## src/rtl/pi2bpsk_demapper.sv

```systemverilog
// pi/2-BPSK soft demapper: derotates equalised Q1.15 symbols by symbol-index parity and
// emits a saturated signed LLR, hard bit and block index through a 2-stage valid/ready pipeline.
module pi2bpsk_demapper #(
  parameter int LLR_W     = 8,
  parameter int LLR_SHIFT = 10
) (
  input  logic             i_clk,
  input  logic             i_rst_n,
  input  logic             i_valid,
  output logic             o_ready,
  input  logic             i_sop,
  input  logic             i_last,
  input  logic [15:0]      i_re,
  input  logic [15:0]      i_im,
  output logic             o_valid,
  input  logic             i_ready,
  output logic [LLR_W-1:0] o_llr,
  output logic             o_bit,
  output logic [15:0]      o_index,
  output logic             o_sop,
  output logic             o_last
);

  // Symmetric clamp: the most-negative two's complement code is never emitted.
  localparam int                 LLR_MAX_I = (1 << (LLR_W - 1)) - 1;
  localparam logic signed [16:0] LLR_MAX   = 17'(LLR_MAX_I);
  localparam logic signed [16:0] LLR_MIN   = -LLR_MAX;

  logic                    s1_valid_reg;
  logic signed [16:0]      s1_metric_reg;
  logic [15:0]             s1_index_reg;
  logic                    s1_sop_reg;
  logic                    s1_last_reg;

  logic                    s2_valid_reg;
  logic [LLR_W-1:0]        s2_llr_reg;
  logic                    s2_bit_reg;
  logic [15:0]             s2_index_reg;
  logic                    s2_sop_reg;
  logic                    s2_last_reg;

  logic [15:0]             idx_reg;
  logic [15:0]             idx_next;
  logic [15:0]             sym_k;
  logic                    s2_load;
  logic                    s1_load;
  logic                    accept;
  logic signed [16:0]      re_ext;
  logic signed [16:0]      im_ext;
  logic signed [16:0]      metric_next;
  logic signed [16:0]      shifted;
  logic [LLR_W-1:0]        llr_sat;

  always_comb begin
    s2_load = !s2_valid_reg || i_ready;
    s1_load = !s1_valid_reg || s2_load;
    o_ready = s1_load;
    accept  = i_valid && s1_load;

    // A start-of-block symbol is always index 0 regardless of the running count.
    sym_k    = i_sop ? 16'd0 : idx_reg;
    idx_next = idx_reg;
    if (accept) begin
      idx_next = i_last ? 16'd0 : sym_k + 16'd1;
    end

    re_ext      = {i_re[15], i_re};
    im_ext      = {i_im[15], i_im};
    metric_next = sym_k[0] ? (im_ext - re_ext) : (re_ext + im_ext);
  end

  always_comb begin
    shifted = s1_metric_reg >>> LLR_SHIFT;
    if (shifted > LLR_MAX) begin
      llr_sat = LLR_MAX[LLR_W-1:0];
    end else if (shifted < LLR_MIN) begin
      llr_sat = LLR_MIN[LLR_W-1:0];
    end else begin
      llr_sat = shifted[LLR_W-1:0];
    end
  end

  always_ff @(posedge i_clk or negedge i_rst_n) begin
    if (!i_rst_n) begin
      idx_reg       <= '0;
      s1_valid_reg  <= 1'b0;
      s1_metric_reg <= '0;
      s1_index_reg  <= '0;
      s1_sop_reg    <= 1'b0;
      s1_last_reg   <= 1'b0;
    end else begin
      idx_reg <= idx_next;
      if (s1_load) begin
        s1_valid_reg <= i_valid;
      end
      if (accept) begin
        s1_metric_reg <= metric_next;
        s1_index_reg  <= sym_k;
        s1_sop_reg    <= i_sop;
        s1_last_reg   <= i_last;
      end
    end
  end

  always_ff @(posedge i_clk or negedge i_rst_n) begin
    if (!i_rst_n) begin
      s2_valid_reg <= 1'b0;
      s2_llr_reg   <= '0;
      s2_bit_reg   <= 1'b0;
      s2_index_reg <= '0;
      s2_sop_reg   <= 1'b0;
      s2_last_reg  <= 1'b0;
    end else if (s2_load) begin
      s2_valid_reg <= s1_valid_reg;
      if (s1_valid_reg) begin
        s2_llr_reg   <= llr_sat;
        s2_bit_reg   <= s1_metric_reg[16];
        s2_index_reg <= s1_index_reg;
        s2_sop_reg   <= s1_sop_reg;
        s2_last_reg  <= s1_last_reg;
      end
    end
  end

  assign o_valid = s2_valid_reg;
  assign o_llr   = s2_llr_reg;
  assign o_bit   = s2_bit_reg;
  assign o_index = s2_index_reg;
  assign o_sop   = s2_sop_reg;
  assign o_last  = s2_last_reg;

endmodule

```

## config.mk

```make
export PLATFORM = sky130hd
export DESIGN_NAME = pi2bpsk_demapper
export DESIGN_NICKNAME = d
export VERILOG_FILES = /design/src/rtl/pi2bpsk_demapper.sv
export SDC_FILE = /design/constraint.sdc
export NUM_CORES = 1
export LEC_CHECK = 0
export ABC_AREA = 1
export CORE_MARGIN = 1.5
export CORE_UTILIZATION = 45
export DETAILED_ROUTE_END_ITERATION = 8
export DONT_BUFFER_PORTS = 1
export GPL_TIMING_DRIVEN = 0
export PLACE_DENSITY = 0.58
export SLEW_MARGIN = 20
export SYNTH_ARGS = -nofsm -noshare
export SYNTH_HDL_FRONTEND = slang
export SYNTH_SLANG_ARGS = --single-unit
```

## constraint.sdc

```tcl
create_clock -name i_clk -period 3 [get_ports i_clk]
set_clock_uncertainty 0.05 [all_clocks]
set_input_delay 0.75 -clock i_clk [delete_from_list [all_inputs] [get_ports i_clk]]
set_output_delay 0.75 -clock i_clk [all_outputs]
set_load 0.02 [all_outputs]
```

# [Word-level counts from Yosys, hierarchy flattened]
# Index checks and enable logic that the tools add are counted.
# Widths: inputs -> output; s select.
[totals] regBits=80 latch_bits=0 mem_bits_rw=0 mem_bits_ro=0 input_bits=38 output_inout_bits=29 memories=0
[classes] addsub=3 n_mul=0 div_mod_pow=0 magnitude_cmp=2 n_eq_ne=0 shift=0 mux=5 bitwise=0 reduce_logical=6
[op_table] operator="$mux 16" count=2
[op_table] operator="$add 16x16->17" count=1
[op_table] operator="$mux 17" count=1
[op_table] operator="$sub 16x16->17" count=1
[op_table] operator="$add 16x1->16 const B" count=1
[op_table] operator="$mux 8" count=2
[op_table] operator="$gt 7x8->1 const B" count=1
[op_table] operator="$lt 7x8->1 const B" count=1
[op_table] operator="$logic_not 1->1" count=2
[op_table] operator="$logic_or 1x1->1" count=2
[op_table] operator="$reduce_and 2->1" count=1
[op_table] operator="$logic_and 1x1->1" count=1

# [Logic depth before layout (Yosys ltp)]
# Gate-level depths: netlist of the first run.
[depth] word_depth=4 ltp_mapped=19 mapped_depth_nobuf=19

# [Least setup slack after synthesis of the first run]
# Ideal clock, no wire load.
[synth_timing] kind="in2reg" start="input port i_re[1]" end="register s1_metric_reg[16]" setup_time_ns=0.118 arrival_ns=2.688 slack_ns=0.144 path_stages=18 path_cell_list="inv_1 ha_1 nand2_1 nor2_1 nand2_1 nand2_1 o21ai_1 nor2_1 o21ai_1 xnor2_1 ha_1 inv_1 nor4_1 nand2_1 nand2_1 nand2_1 nand3_1 nand2_1"
[synth_between] elab_chain_len=2 elab_cells_between_ends=3
[synth_rtl] item="start, declared" line="13" text="input logic [15:0] i_re,"
[synth_rtl] item="$add 16x16->17 or $sub 16x16->17 (tied branches)" line="69" text="metric_next = sym_k[0] ? (im_ext - re_ext) : (re_ext + im_ext);"
[synth_rtl] item="$mux 17 *" line="69"
[synth_rtl] item="end signal, assigned" line="97" text="s1_metric_reg <= metric_next;"
[synth_rtl] item="end, declared" line="30" text="logic signed [16:0] s1_metric_reg;"
# Every way passes the cells marked *; elsewhere a longest branch is shown, timed or not.
# A chain may end at the register's enable or synchronous reset.

# [Worst setup path after layout of the first run]
# Ends and elaborated chain as after synthesis.

==> metrics, run 1 <==
status complete, no violations; combinational cell fraction of total power 20.0%; htree depth 3; Die Wd 98.27 µm; final WL 9823 µm; synth unique cells 40; Starting DRT DRC Count 221; Layout Nets 617; Overflow after GRT 0; synthesized flop and latch total 69; detailed-route DRC error count 0; setup TNS 0 ns; worst hold slack 0.03779 ns; Synth-to-Final Area Change 9.191%; DR vias 3479; antenna violations before repair 0; CTS tree built; Max Fclk 368.2 MHz; EDFF count, synth 0; Seq/Total Area, Yosys 42.28%; Final Critical Period 2.716 ns; Tightest Pin Transition 0.6377 ns; cts bufs inserted 9; synthesized area per cell 7.425 µm²; Clk network pwr share 32.9%; final hold vios 0; die area 0.009656 mm²; pre-CTS setup slack -0.1559 ns; Antenna diodes 0; number of setup violations in the final report 0; commonest non-fill, non-tap cell in the layout nand2_1; count of warnings emitted by yosys 0; worst hold path type in -> async; Final WS setup 0.2838 ns; Syn Inst Count 550; post-route ant nets 0; CP Launch Type input port; most frequent cells in the layout nand2_1, dfrtp_1, inv_1; Core Region 0.008763 mm²; Cell Rows 34; Pleak 2.311 nW; critical path fanouts, max 5; post-synth design cell area 0.004084 mm²; relative slew slack 57.49%; Worst Path Arrival 2.89 ns; detailed placer's ending HPWL 7430 µm; fin cells 675; clk_lat worst skew 0.35 ns; Worst IR Drop VDD 0.0002791 V; share of layout cells above drive strength 1 8.466%; fin. max-slew vios 0; pwr dens 545.4 mW/mm²; first-pass GRT wire length 16930 µm; CTS clk-pin slew, worst paths 0.09 ns; post-synthesis async set-or-reset flop share 100.0%; switching share of power 34.75%; routed len/inst 14.55 µm; routability cong. 0.9314; Reg power frac 47.1%; Tcrit/Tclk final 90.54%; CTS sink cnt 69; Crit. End Element flop; crit path kind in -> reg; Vias/cell 5.154; Top Ports 67; Pre-Repair DR Iteration Count 7; Pint 1.587 mW; largest net degree at the start of global routing 70; initial cell density of the core 46.60%; post-placement cell count 658; gr usage total 21.98%; syn nets 605; IO Port Bufs 0; vias in the first global route 3435; Die Span Y 98.27 µm; P_sw 0.8452 mW; top_reg_cell synth dfrtp_1; CP required 3.18 ns; Max Cap Viol 0; clock tree buffer depth 2; clk root buf clkbuf_8
synth_stat cells, types with 3 or more instances:
cell type,n,area [µm²]
o22ai_1,6,37.54
ha_1,17,212.7
a21oi_1,18,90.09
dfrtp_1,69,1727
buf_4,3,22.52
buf_2,4,20.02
nor3_1,5,25.02
nor2_2,3,18.77
xnor2_1,4,35.03
nand2_4,3,33.78
xor2_1,15,131.4
inv_1,52,195.2
nand4_1,5,31.28
nand2_1,205,769.5
o21ai_1,6,30.03
nor2_1,37,138.9
nand3_1,30,150.1
a21o_1,3,22.52
clkbuf_1,7,26.28
o21ai_0,34,170.2
per-stage QoR:
stage                     power [mW]  area, µm²  util, %
final                          2.432       4459    50.89
after floorplan                1.526       4084        -
after CTS                      2.447       4425    50.50
after detailed placement       1.641       4219    48.14
after global placement         1.631       4219    48.14
after global routing           2.578       4459    50.89
critical path, stage by stage:
cell and delay [ns]:
inv_1 0.07, ha_1 0.17, nand2_1 0.09, nor2_1 0.11
nand2_1 0.07, nand2_2 0.10, o21ai_2 0.08, nor2_2 0.13
o21ai_1 0.10, xnor2_1 0.14, ha_1 0.37, inv_1 0.11
nor4_2 0.28, nand2_1 0.11, nand2_1 0.07, nand2_1 0.05
nand3_1 0.06, nand2_1 0.05
metal layers:
metal  wire length, µm  share of wire [%]  global-route usage (%)  vias up
li1                  -                  -                       -     1786
met1              4771                 49                   31.81     1586
met2              4240                 43                   33.10       98
met3               740                7.5                   5.512        9
met4                71               0.72                   5.525        0
met5                 0                  0                       0        -
power by group through the flow:
| stage | Sequential, mW | Clock, mW | Combinational [mW] |
|---|---|---|---|
| floorplan | 1.15 | 0 | 0.376 |
| global placement | 1.16 | 0 | 0.468 |
| detailed placement | 1.16 | 0 | 0.476 |
| CTS | 1.15 | 0.820 | 0.480 |
| global route | 1.16 | 0.852 | 0.567 |
| finish | 1.15 | 0.800 | 0.487 |
worst paths after layout:
| kind | start | to | slack [ns] | cells after the start |
|---|---|---|---|---|
| setup / recovery | i_re[1] | s1_metric_reg[16] | 0.28 | 18 |
| hold / removal | i_rst_n | s1_index_reg[10] | 0.04 | 0 |
| setup reg to reg | idx_reg[0] | s1_metric_reg[13] | 0.48 | 12 |
| hold reg to reg | s1_metric_reg[14] | o_llr[4] | 0.42 | 2 |
| max in group asynchronous | i_rst_n | o_index[1] | 2.77 | 0 |
| min in group i_clk | s1_metric_reg[14] | o_llr[4] | 0.42 | 2 |
kinds of logic after synthesis:
kind of cell / after synthesis / synth area share (%)
simple gates: 299 / 31.04
fa+ha+maj: 17 / 5.208
compound gates: 75 / 10.14
buf+inv: 71 / 7.261
xor+xnor: 19 / 4.075
flops: 69 / 42.28
timing repair:
item	CTS	global route
buffers inserted	0	1
endpoints found under the setup margin	0	4
hold buffers	0	0
resized for setup	0	9
layout make-up:
type | count | area (µm²)
Buffer | 16 | 87.58
Clock buffer | 9 | 123.9
Clock inverter | 7 | 82.58
Fill cell | 903 | 4304
Inverter | 55 | 209.0
Multi-Input combinational cell | 410 | 2087
Sequential cell | 69 | 1727
Tap cell | 108 | 135.1
Timing Repair Buffer | 1 | 7.507
(Power assumes the default switching activity.)
==> inputs of run 2 (changes only) <==
Settings changed: CAP_MARGIN set to 20.
==> results of run 2 <==
Same layout as run 1: the final DEF is identical, and so are final timing and power.
==> inputs of run 3 (changes only) <==
Settings changed: ABC_CLOCK_PERIOD_IN_PS set to 3450.
Clock period 3 ns to 3.45 ns, I/O delays scaled along.
==> metrics, run 3 (synthesis gave the netlist of run 1 again) <==
IO Port Bufs 0; clk_lat worst skew 0.35 ns; most frequent cells in the layout nand2_1, dfrtp_1, inv_1; Slowest-stage cell, CP ha_1; Core Region 0.008763 mm²; Antenna diodes 0; CP required 3.63 ns; final hold vios 0; # fillers 910; R2R setup slack 0.91 ns; Final WS setup 0.4874 ns; largest net degree at the start of global routing 70; final WL 9750 µm; worst-path cell chain inv_1 > ha_1 > nand2_1 > nor2_1 > nand2_1 > nand2_1 > o21ai_1 > nor2_1 > xor2_1 > ha_1 > a21oi_1 > o21ai_0 > a21oi_1 > nand3b_1 > nand3_1 > nand2_1; CP Launch Type input port; post-route ant nets 0; CTS sink cnt 69; worst hold path type in -> async; routability cong. 0.9314; vias in the first global route 3435; Tot Pwr 2.104 mW; Starting DRT DRC Count 233; Worst Path Buf+Inv 1; Layout Nets 616; CP most frequent cell nand2_1; initial cell density of the core 46.60%; Worst IR Drop VDD 0.0002422 V; commonest non-fill, non-tap cell in the layout nand2_1; fin area 0.004425 mm²; routed len/inst 14.47 µm; fin cells 674; cts bufs inserted 9; Tcrit/Tclk final 85.87%; Worst R2R Path Depth 12; post-placement cell count 658; Vias/cell 5.172; critical path's largest stage delay 0.33 ns; crit path kind in -> reg; Max Cap Viol 0; DR vias 3486; Pleak 2.309 nW; share of layout cells above drive strength 1 6.890%; Cell Rows 34; register area 0.001727 mm²; fin. max-slew vios 0; Synth-to-Final Area Change 8.364%; Tightest Pin Transition 0.6407 ns; reg2reg start idx_reg[0]; Max Fclk 337.5 MHz; CTS Hold Bufs 0; status complete, no violations; Worst path top cell family by delay simple AND/OR/NAND/NOR gates; htree depth 3; first-pass GRT wire length 16930 µm; Final Critical Period 2.963 ns; post-route core utilization 50.50%; relative slew slack 57.28%; antenna violations before repair 0; gr usage total 21.98%; CTS tree built; detailed-route DRC error count 0; Overflow after GRT 0; FF-to-FF End s1_metric_reg[14]; critical path fanouts, max 6; pre-CTS setup slack 0.1816 ns; clock tree buffer depth 2; CTS-repair resized insts 0; Crit. End Element flop; Die Span Y 98.27 µm; Pre-Repair DR Iteration Count 4; Worst Path Arrival 3.14 ns; placed inst area 0.004219 mm²; Top Ports 67; worst hold slack 0.1600 ns; pwr dens 475.4 mW/mm²; die area 0.009656 mm²; CTS clk-pin slew, worst paths 0.09 ns; Setup Fix Bufs, Post-CTS 0; multi-input logic area 0.002061 mm²; clk root buf clkbuf_8; number of setup violations in the final report 0; Die Wd 98.27 µm; detailed placer's ending HPWL 7430 µm; RSZ-0062 raised after global routing no; setup TNS 0 ns
run 3: cell types whose count changed in the layout (fill, tap and decap cells not counted), moves of 2 or more:
cell | before | now
nor2_1 | 35 | 37
nor2_2 | 5 | 3
ha_1 | 15 | 17
ha_2 | 2 | 0
run 3: final cells by class:
type | instances | area share [%]
Multi-Input combinational cell | 410 | 46.57
Clock inverter | 7 | 1.866
Inverter | 55 | 4.722
Clock buffer | 9 | 2.799
Buffer | 16 | 1.979
Sequential cell | 69 | 39.02
Tap cell | 108 | 3.053
run 3: worst max-delay path by stage:
| stage | startpoint | end | slack [ns] | depth (start not counted) |
|---|---|---|---|---|
| final | i_re[1] | s1_metric_reg[13] | 0.49 | 16 |
| after global routing | i_re[1] | s1_metric_reg[13] | 0.17 | 17 |
| after CTS | i_re[1] | s1_metric_reg[13] | 0.54 | 16 |
| after detailed placement | i_re[1] | s1_metric_reg[13] | 0.18 | 16 |
| after global placement | i_re[1] | s1_metric_reg[13] | 0.20 | 17 |
| after floorplan | i_re[1] | s1_metric_reg[16] | 0.48 | 18 |
run 3: worst register-to-register path, stage by stage (launching register included):
cell and delay [ns]:
dfrtp_1 0.39, nand2_4 0.11, o21ai_1 0.18, nand2_1 0.17
xnor2_1 0.20, ha_1 0.28, a21oi_1 0.23, a21boi_0 0.34
nor2_1 0.09, nor2_1 0.15, nand3_1 0.10, nand3_1 0.10
nand2_1 0.06
run 3: power breakdown:
group          switching, mW  total [mW]  leakage (nW)  internal, mW
registers              0.110       0.995         0.922         0.886
logic                  0.270       0.415          1.29         0.145
clock network          0.349       0.694        0.0984         0.345
run 3: metal layers:
| layer | wire [µm] | GRT usage [%] |
|---|---|---|
| met1 | 4816 | 31.81 |
| met2 | 4150 | 33.10 |
| met3 | 669 | 5.512 |
| met4 | 115 | 5.525 |
| met5 | 0 | 0 |
